--- config.mk ---
export PLATFORM = sky130hd
export DESIGN_NAME = fir_sequencer_flat
export DESIGN_NICKNAME = d
export VERILOG_FILES = /design/src/rtl/fir_sequencer_if.sv /design/src/rtl/fir_sequencer.sv /design/src/flat_wrapper.sv
export SDC_FILE = /design/constraint.sdc
export NUM_CORES = 1
export LEC_CHECK = 0
export CAP_MARGIN = 15
export CELL_PAD_IN_SITES_DETAIL_PLACEMENT = 1
export CELL_PAD_IN_SITES_GLOBAL_PLACEMENT = 2
export CORE_MARGIN = 2
export CORE_UTILIZATION = 25
export DETAILED_ROUTE_END_ITERATION = 8
export PLACE_DENSITY = 0.85
export SLEW_MARGIN = 20
export SYNTH_ARGS = -nofsm -noshare
export SYNTH_HDL_FRONTEND = slang
export SYNTH_SLANG_ARGS = --single-unit
--- constraint.sdc ---
create_clock -name clock -period 1.4 [get_ports clock]
set_input_delay 0.21 -clock clock [delete_from_list [all_inputs] [get_ports clock]]
set_output_delay 0.21 -clock clock [all_outputs]
set_load 0.005 [all_outputs]
--- src/rtl/fir_sequencer_if.sv ---
// Signal bundle between the FIR sequencer and its surroundings: the sample
// source, the shared FIR engine handshake and the decimated output stream.
interface fir_sequencer_if;
    logic               sample_strobe;
    logic signed [7:0]  sample_in;
    logic [3:0]         decim;
    logic               bypass;
    logic               clear_overrun;
    logic               fir_ready;
    logic signed [7:0]  fir_x;
    logic signed [17:0] fir_y;
    logic               out_valid;
    logic signed [7:0]  out_sample;
    logic               busy;
    logic               overrun;

    modport master (
        output sample_strobe, sample_in, decim, bypass, clear_overrun, fir_y,
        input  fir_ready, fir_x, out_valid, out_sample, busy, overrun
    );

    modport slave (
        input  sample_strobe, sample_in, decim, bypass, clear_overrun, fir_y,
        output fir_ready, fir_x, out_valid, out_sample, busy, overrun
    );
endinterface

--- src/rtl/fir_sequencer.sv ---
// Sequences single samples through a shared 31-tap FIR engine, waits a fixed
// settle time, then delivers decimated (or bypassed) results.
module fir_sequencer #(
    parameter int SETTLE = 33
) (
    input  logic            clock,
    input  logic            reset_n,
    fir_sequencer_if.slave  bus
);

    typedef enum logic [1:0] {
        S_IDLE,
        S_ISSUE,
        S_WAIT,
        S_CAPTURE
    } state_t;

    localparam logic [7:0] W_LAST = 8'(SETTLE - 1);

    state_t             r_state;
    state_t             w_next;
    logic [7:0]         r_wait_cnt;
    logic [3:0]         r_phase;
    logic               r_fir_ready;
    logic signed [7:0]  r_fir_x;
    logic               r_out_valid;
    logic signed [7:0]  r_out_sample;
    logic               r_overrun;
    logic               w_accept;
    logic               w_drop;
    logic               w_deliver;
    logic [3:0]         w_reload;

    // Engine output is Q.10; keep the integer part, floor toward -inf.
    function automatic logic signed [7:0] f_trunc(input logic signed [17:0] y);
        return 8'(y >>> 10);
    endfunction

    always_ff @(posedge clock or negedge reset_n) begin
        if (!reset_n) begin
            r_state <= S_IDLE;
        end else begin
            r_state <= w_next;
        end
    end

    always_comb begin
        w_next    = r_state;
        w_accept  = 1'b0;
        w_drop    = 1'b0;
        w_deliver = 1'b0;
        w_reload  = (bus.decim == 4'd0) ? 4'd0 : 4'(bus.decim - 4'd1);
        case (r_state)
            S_IDLE: begin
                if (bus.sample_strobe) begin
                    w_next   = S_ISSUE;
                    w_accept = 1'b1;
                end
            end
            S_ISSUE: begin
                w_next = S_WAIT;
                w_drop = bus.sample_strobe;
            end
            S_WAIT: begin
                if (r_wait_cnt == W_LAST) begin
                    w_next = S_CAPTURE;
                end
                w_drop = bus.sample_strobe;
            end
            S_CAPTURE: begin
                w_next    = S_IDLE;
                w_drop    = bus.sample_strobe;
                w_deliver = (r_phase == 4'd0);
            end
            default: w_next = S_IDLE;
        endcase
    end

    always_ff @(posedge clock or negedge reset_n) begin
        if (!reset_n) begin
            r_wait_cnt   <= 8'd0;
            r_phase      <= 4'd0;
            r_fir_ready  <= 1'b0;
            r_fir_x      <= 8'sd0;
            r_out_valid  <= 1'b0;
            r_out_sample <= 8'sd0;
            r_overrun    <= 1'b0;
        end else begin
            r_fir_ready <= w_accept;
            r_out_valid <= w_deliver;
            if (w_accept) begin
                r_fir_x <= bus.sample_in;
            end
            if (r_state == S_ISSUE) begin
                r_wait_cnt <= 8'd0;
            end else if (r_state == S_WAIT) begin
                r_wait_cnt <= r_wait_cnt + 8'd1;
            end
            // Decimation: only phase 0 delivers; a new decim lands at reload.
            if (r_state == S_CAPTURE) begin
                if (r_phase == 4'd0) begin
                    r_phase      <= w_reload;
                    r_out_sample <= bus.bypass ? r_fir_x : f_trunc(bus.fir_y);
                end else begin
                    r_phase <= r_phase - 4'd1;
                end
            end
            if (w_drop) begin
                r_overrun <= 1'b1;
            end else if (bus.clear_overrun) begin
                r_overrun <= 1'b0;
            end
        end
    end

    assign bus.fir_ready  = r_fir_ready;
    assign bus.fir_x      = r_fir_x;
    assign bus.out_valid  = r_out_valid;
    assign bus.out_sample = r_out_sample;
    assign bus.overrun    = r_overrun;
    assign bus.busy       = (r_state != S_IDLE);

endmodule

--- src/flat_wrapper.sv ---
// flat-port wrapper written by rule: the top's interface ports become plain ports
module fir_sequencer_flat 
#(
    parameter int SETTLE = 33
)
  (clock, reset_n, bus_sample_strobe, bus_sample_in, bus_decim, bus_bypass, bus_clear_overrun, bus_fir_y, bus_fir_ready, bus_fir_x, bus_out_valid, bus_out_sample, bus_busy, bus_overrun);
  fir_sequencer_if bus_i ();
  input  logic clock;
  input  logic reset_n;
  input wire logic [$bits(bus_i.sample_strobe)-1:0] bus_sample_strobe;
  input wire logic [$bits(bus_i.sample_in)-1:0] bus_sample_in;
  input wire logic [$bits(bus_i.decim)-1:0] bus_decim;
  input wire logic [$bits(bus_i.bypass)-1:0] bus_bypass;
  input wire logic [$bits(bus_i.clear_overrun)-1:0] bus_clear_overrun;
  input wire logic [$bits(bus_i.fir_y)-1:0] bus_fir_y;
  output wire logic [$bits(bus_i.fir_ready)-1:0] bus_fir_ready;
  output wire logic [$bits(bus_i.fir_x)-1:0] bus_fir_x;
  output wire logic [$bits(bus_i.out_valid)-1:0] bus_out_valid;
  output wire logic [$bits(bus_i.out_sample)-1:0] bus_out_sample;
  output wire logic [$bits(bus_i.busy)-1:0] bus_busy;
  output wire logic [$bits(bus_i.overrun)-1:0] bus_overrun;
  assign bus_i.sample_strobe = bus_sample_strobe;
  assign bus_i.sample_in = bus_sample_in;
  assign bus_i.decim = bus_decim;
  assign bus_i.bypass = bus_bypass;
  assign bus_i.clear_overrun = bus_clear_overrun;
  assign bus_i.fir_y = bus_fir_y;
  assign bus_fir_ready = bus_i.fir_ready;
  assign bus_fir_x = bus_i.fir_x;
  assign bus_out_valid = bus_i.out_valid;
  assign bus_out_sample = bus_i.out_sample;
  assign bus_busy = bus_i.busy;
  assign bus_overrun = bus_i.overrun;
  fir_sequencer #(.SETTLE(SETTLE)) u_core (.clock(clock), .reset_n(reset_n), .bus(bus_i));
endmodule
# Word-level counts from Yosys, hierarchy flattened
# Cells that the tools add are included.
# W data, S select, Z words.
[classes] n_addsub=3 eq_ne=6 mux=14 n_reduce_logical=9
[ops] operator="$mux W8" count=3
[ops] operator="$add A8 B1 Y8 const B" count=1
[ops] operator="$eq A8 B6 Y1 const B" count=1
[ops] operator="$logic_not A4 Y1" count=2
[ops] operator="$mux W4" count=2
[ops] operator="$pmux W2 S4" count=1
[ops] operator="$sub A4 B1 Y4 const B" count=2
[ops] operator="$mux W1" count=6
[ops] operator="$reduce_bool A2 Y1" count=3
[ops] operator="$eq A2 B2 Y1 const B" count=2
[ops] operator="$mux W2" count=2
[ops] operator="$reduce_and A2 Y1" count=2
[ops] operator="$reduce_or A3 Y1" count=1
[ops] operator="$eq A2 B1 Y1 const B" count=1
[ops] operator="$logic_not A2 Y1" count=1
[ops] operator="$ne A2 B1 Y1 const B" count=1
[ops] operator="$ne A2 B2 Y1 const B" count=1
[word_totals] register_bits=33 out_inout_bits=20

# Longest topological paths before layout
# Gate-level depths: netlist (run 1).
[depth] word_depth=4 mapped_depth=7 ltp_nobuf=5

# Worst setup path before layout (run 1)
# No wires, ideal clock.
[synth_path] path_kind="register -> register" start="register u_core.r_state[0]" end="register u_core.r_wait_cnt[7]" setup_ns=0.078 arrival_time_ns=1.415 required_time_ns=1.322 path_slack_ns=-0.093 stages_incl_launch_ff=6 path_buffers=0 path_cell_list="dfrtp_1 inv_1 ha_1 nand4_1 or3_1 a21boi_1"
[synth_via] elab_chain_cells=2 word_cells_on_any_way=4 cone_classes="2 x eq/ne; 1 x mux; 1 x reduce/logical"
[synth_rtl] item="start: declaration" line="fir_sequencer.sv:20" source="state_t r_state;"
[synth_rtl] item="start signal: assignment" line="fir_sequencer.sv:43" source="r_state <= w_next;"
[synth_rtl] item="$eq A2 B1 Y1 or $eq A2 B2 Y1 (tied branches)" line="fir_sequencer.sv:94, fir_sequencer.sv:96"
[synth_rtl] item="$mux W8 or $reduce_bool A2 Y1 (tied branches)"
[synth_rtl] item="end signal: assignment" line="fir_sequencer.sv:97" source="r_wait_cnt <= r_wait_cnt + 8'd1;"
[synth_rtl] item="end: declaration" line="fir_sequencer.sv:22" source="logic [7:0] r_wait_cnt;"
# Parallel ways exist; a longest one is shown, timed or not.
# A chain may end at the register's enable or synchronous reset.

# Worst setup path in the final report (run 1)
[layout_path] start="register u_core.r_state[0]" end="register u_core.r_wait_cnt[6]"
# The elaborated chain is that of the path after synthesis.

==> qor.yml, run 1 <==
sta:
  max_slew.worst_pin.slew_ns: 0.3356
  final_max_tran_viols: 0
  report.final.hold_viol_count: 0
  worst_clock_skew_ns: 0.004982
  setup_viol: 12
  period_needed_ns: 1.568
  finalCritPeriodShare: 1.120
  timing.slew.headroom: 0.7762
  setup_repair_after_global_routing_missed_its_margin: "yes"
  fmaxAchievable_mhz: 637.8
  post-route-worst-setup-slack_ns: -0.1678
route:
  detailedRoute.firstPassIterationCount: 2
  remaining_drc_errors: 0
  detailed_route_wl_um: 5786
  drt-wirelength-per-cell_um: 17.38
  via_per_inst: 4.772
  topRoutingLayerUsed: "met4"
  drt.antenna.violating_nets: 0
  detailroute.via_count: 1589
  drt_iter0_drc: 60
  routedLengthMet1_um: 2440
  detailroute.wirelength.met2_um: 3050
  routed-wl-met3_um: 208
logic_synthesis:
  synth-seq-cells: 33
  synth_top_flop_cell: "dfrtp_1"
  yosys.area.top_type_share: 0.4970
  synth-warning-count: 0
  netlist-cell-type-count: 42
  mean_post_synth_cell_area_um2: 10.86
  yosys-top-cells-count: "dfrtp_1, inv_1, mux2_2"
  sequential_element_share_of_the_synthesized_area: 0.4970
  postSynth.asyncResetShare: 1.000
  syn-instance-count: 153
  synthTopCellsByArea: "dfrtp_1, mux2_2, ha_1"
  post-synth-top-count-cell: "dfrtp_1"
  postSynthNetCount: 196
  synthesis.area_mm2: 0.001662
  synth_enable_flop_cells: 0
  synth_top_area_cell: "dfrtp_1"
global_routing:
  gr-total-overflow: 0
  grt_first_pass_wirelength_um: 8231
  antenna_found_initial: 0
  grt_use_total: 0.1455
  grt_max_degree: 34
  via_count_of_the_first_global_routing_pass: 1644
cts:
  number_of_h_tree_levels: 2
  path_clk_slew_ns: 0.07
  tritoncts_num_sinks: 33
  ctsLongestPathBuffers: 2
  tritoncts.num_buffers: 5
  insertion_delay_ns: 0.29
  root_buffer: "clkbuf_8"
  clock_tree_from_tritoncts: "done"
place:
  dp.final_hpwl_um: 3275
  worst_setup_slack_post_dpl_ns: -0.1550
  placedCellCount: 301
  place.gp.congestion: 0.7281
  place.port_buffers: 44
layout:
  antenna-diode-count: 0
  drive_above_1_share: 0.3984
  final_cells: 333
  area_growth_pct: 76.43
  finalNetCount: 298
  core_occupancy_in_the_finished_layout: 0.4591
pwr:
  power_per_cell_area_mw_per_mm2: 2288
  pwr-share-seq: 0.259
  share_comb_of_total_power: 0.597
  pwr-share-clk: 0.144
  power_spent_charging_and_discharging_nets_w: 0.002325
  netSwitchingFraction: 0.3467
  p_int_w: 0.004381
  static-leakage-power_nw: 1.358
  max_rail_drop_vdd_mv: 0.8524
worst_setup_path:
  timing.critical_path.required_ns: 1.63
  timing.setup.critical_path_class: "reg -> reg"
  crit_path_start_kind: "flip-flop"
  cp_top_family: "simple AND/OR/NAND/NOR gates"
  path_max_fanout: 4
  cpPeakStageDelay_ns: 0.50
  endpoint_kind: "flip-flop"
  worst-path-buf-inv: 2
  timing.critical_path.cells: "inv_2, ha_4, buf_4, nand2b_4, or4_1, nand3_1"
  crit_path_top_delay_cell: "or4_1"
  worst_ep_arrival_time_ns: 1.80
die:
  boundaryPins: 55
  core-area_mm2: 0.006386
  die-width_um: 85.53
  start_util: 0.2602
  die_area_mm2: 0.007315
  chipHeight_um: 85.53
  rows: 29
run_status:
  failed_checks: "setup timing"
  run_status: "finished with violations"
run:
  drv_cap: 0
hold_path:
  hp-class: "in -> async"
-- sequential cells by signal, summed over array words and instances (netlist names) --
name                   cells
u_core.r_phase             4
u_core.bus.fir_ready       1
u_core.bus.overrun         1
u_core.bus.fir_x           8
u_core.r_wait_cnt          8
u_core.bus.out_sample      8
u_core.bus.out_valid       1
u_core.r_state             2
-- metrics by stage --
step / area (um2) / hold slack (ns) / power, W / TNS, ns
floorplan: 1693 / -0.08559 / 0.002997 / -0.05876
global placement: 2480 / 0.5032 / 0.004490 / -1.123
detailed placement: 2480 / 0.5178 / 0.004611 / -1.926
CTS: 2718 / 0.2895 / 0.006030 / -1.038
global route: 2932 / 0.2883 / 0.007164 / -2.186
finish: 2932 / 0.2820 / 0.006706 / -0.8557
-- routing by layer --
metal / GRT usage / vias to the layer above
met5: 0 / -
met4: 0.03175 / 0
met3: 0.04042 / 7
met2: 0.2571 / 31
met1: 0.1768 / 802
li1: - / 749
-- worst reg2reg max path: stages (launching register included) --
cell and delay [ns]:
dfrtp_1 0.38, inv_2 0.06, ha_4 0.29, buf_4 0.12, nand2b_4 0.05, or4_1 0.50
nand3_1 0.09
-- kinds of logic (layout without fill, tap and decap cells) --
group           Yosys count  after routing  share of synthesized area
mux                      21             21                     0.1348
simple gates             38             40                     0.1280
compound gates           33             33                     0.1288
flops                    33             33                     0.4970
fa+ha+maj                 8              8                    0.06024
xor+xnor                  1              1                   0.005272
buf+inv                  19            120                    0.04593
-- cells in the final DEF (no fill, tap or decap), drive strengths merged, types with 2 or more instances in the layout --
| cell | count |
|---|---|
| a21boi | 2 |
| nand2b | 2 |
| buf | 54 |
| and4bb | 3 |
| dfrtp | 33 |
| clkbuf | 7 |
| mux2i | 10 |
| o21ai | 7 |
| clkdlybuf4s50 | 33 |
| nand2 | 7 |
| nand4 | 2 |
| or3 | 2 |
| a21oi | 10 |
| nor2 | 9 |
| dlymetal6s2s | 9 |
| nand3 | 3 |
| nor3 | 2 |
| o22ai | 3 |
| mux2 | 11 |
| ha | 8 |
| inv | 15 |
| nor2b | 3 |
-- power groups by stage --
| stage | clock network [W] | logic [W] | registers [W] |
|---|---|---|---|
| floorplan | 0 | 0.00127 | 0.00173 |
| global placement | 0 | 0.00280 | 0.00169 |
| detailed placement | 0 | 0.00290 | 0.00171 |
| CTS | 0.000979 | 0.00336 | 0.00169 |
| global route | 0.00103 | 0.00433 | 0.00180 |
| finish | 0.000965 | 0.00400 | 0.00174 |
-- cell type report --
type / count / area (um2)
Tap cell: 77 / 96.34
Multi-Input combinational cell: 103 / 933.4
Clock buffer: 7 / 86.33
Sequential cell: 33 / 825.8
Clock inverter: 1 / 30.03
Fill cell: 696 / 3455
Timing Repair Buffer: 97 / 903.4
Inverter: 15 / 56.30
-- timing repair --
| item | CTS | global route |
|---|---|---|
| gates resized for setup | 17 | 29 |
| gates cloned | 0 | 2 |
| hold buffers | 0 | 0 |
| endpoints found under the setup margin | 22 | 36 |
| buffers inserted | 10 | 12 |
| pin swaps | 5 | 11 |
-- worst paths after layout --
path | end | slack [ns] | from | cells past startpoint
worst max-delay path | u_core.r_wait_cnt[6] | -0.17 | u_core.r_state[0] | 6
worst min-delay path | u_core.r_phase[0] | 0.28 | reset_n | 2
worst max register to register | u_core.r_wait_cnt[6] | -0.17 | u_core.r_state[0] | 6
worst min register to register | u_core.bus.out_sample[5] | 0.54 | u_core.bus.out_sample[5] | 2
max in group asynchronous | u_core.r_state[0] | 0.94 | reset_n | 2
min in group clock | u_core.bus.overrun | 0.53 | bus_clear_overrun | 2
(Power assumes the default switching activity.)
==> run 2: changes to the inputs <==
--- a/config.mk
+++ b/config.mk
@@ -5,6 +5,7 @@
 export SDC_FILE = /design/constraint.sdc
 export NUM_CORES = 1
 export LEC_CHECK = 0
+export ABC_CLOCK_PERIOD_IN_PS = 1400
 export CAP_MARGIN = 15
 export CELL_PAD_IN_SITES_DETAIL_PLACEMENT = 1
 export CELL_PAD_IN_SITES_GLOBAL_PLACEMENT = 2
==> results of run 2 <==
Same layout as run 1: the final DEF is identical, and so are final timing and power.
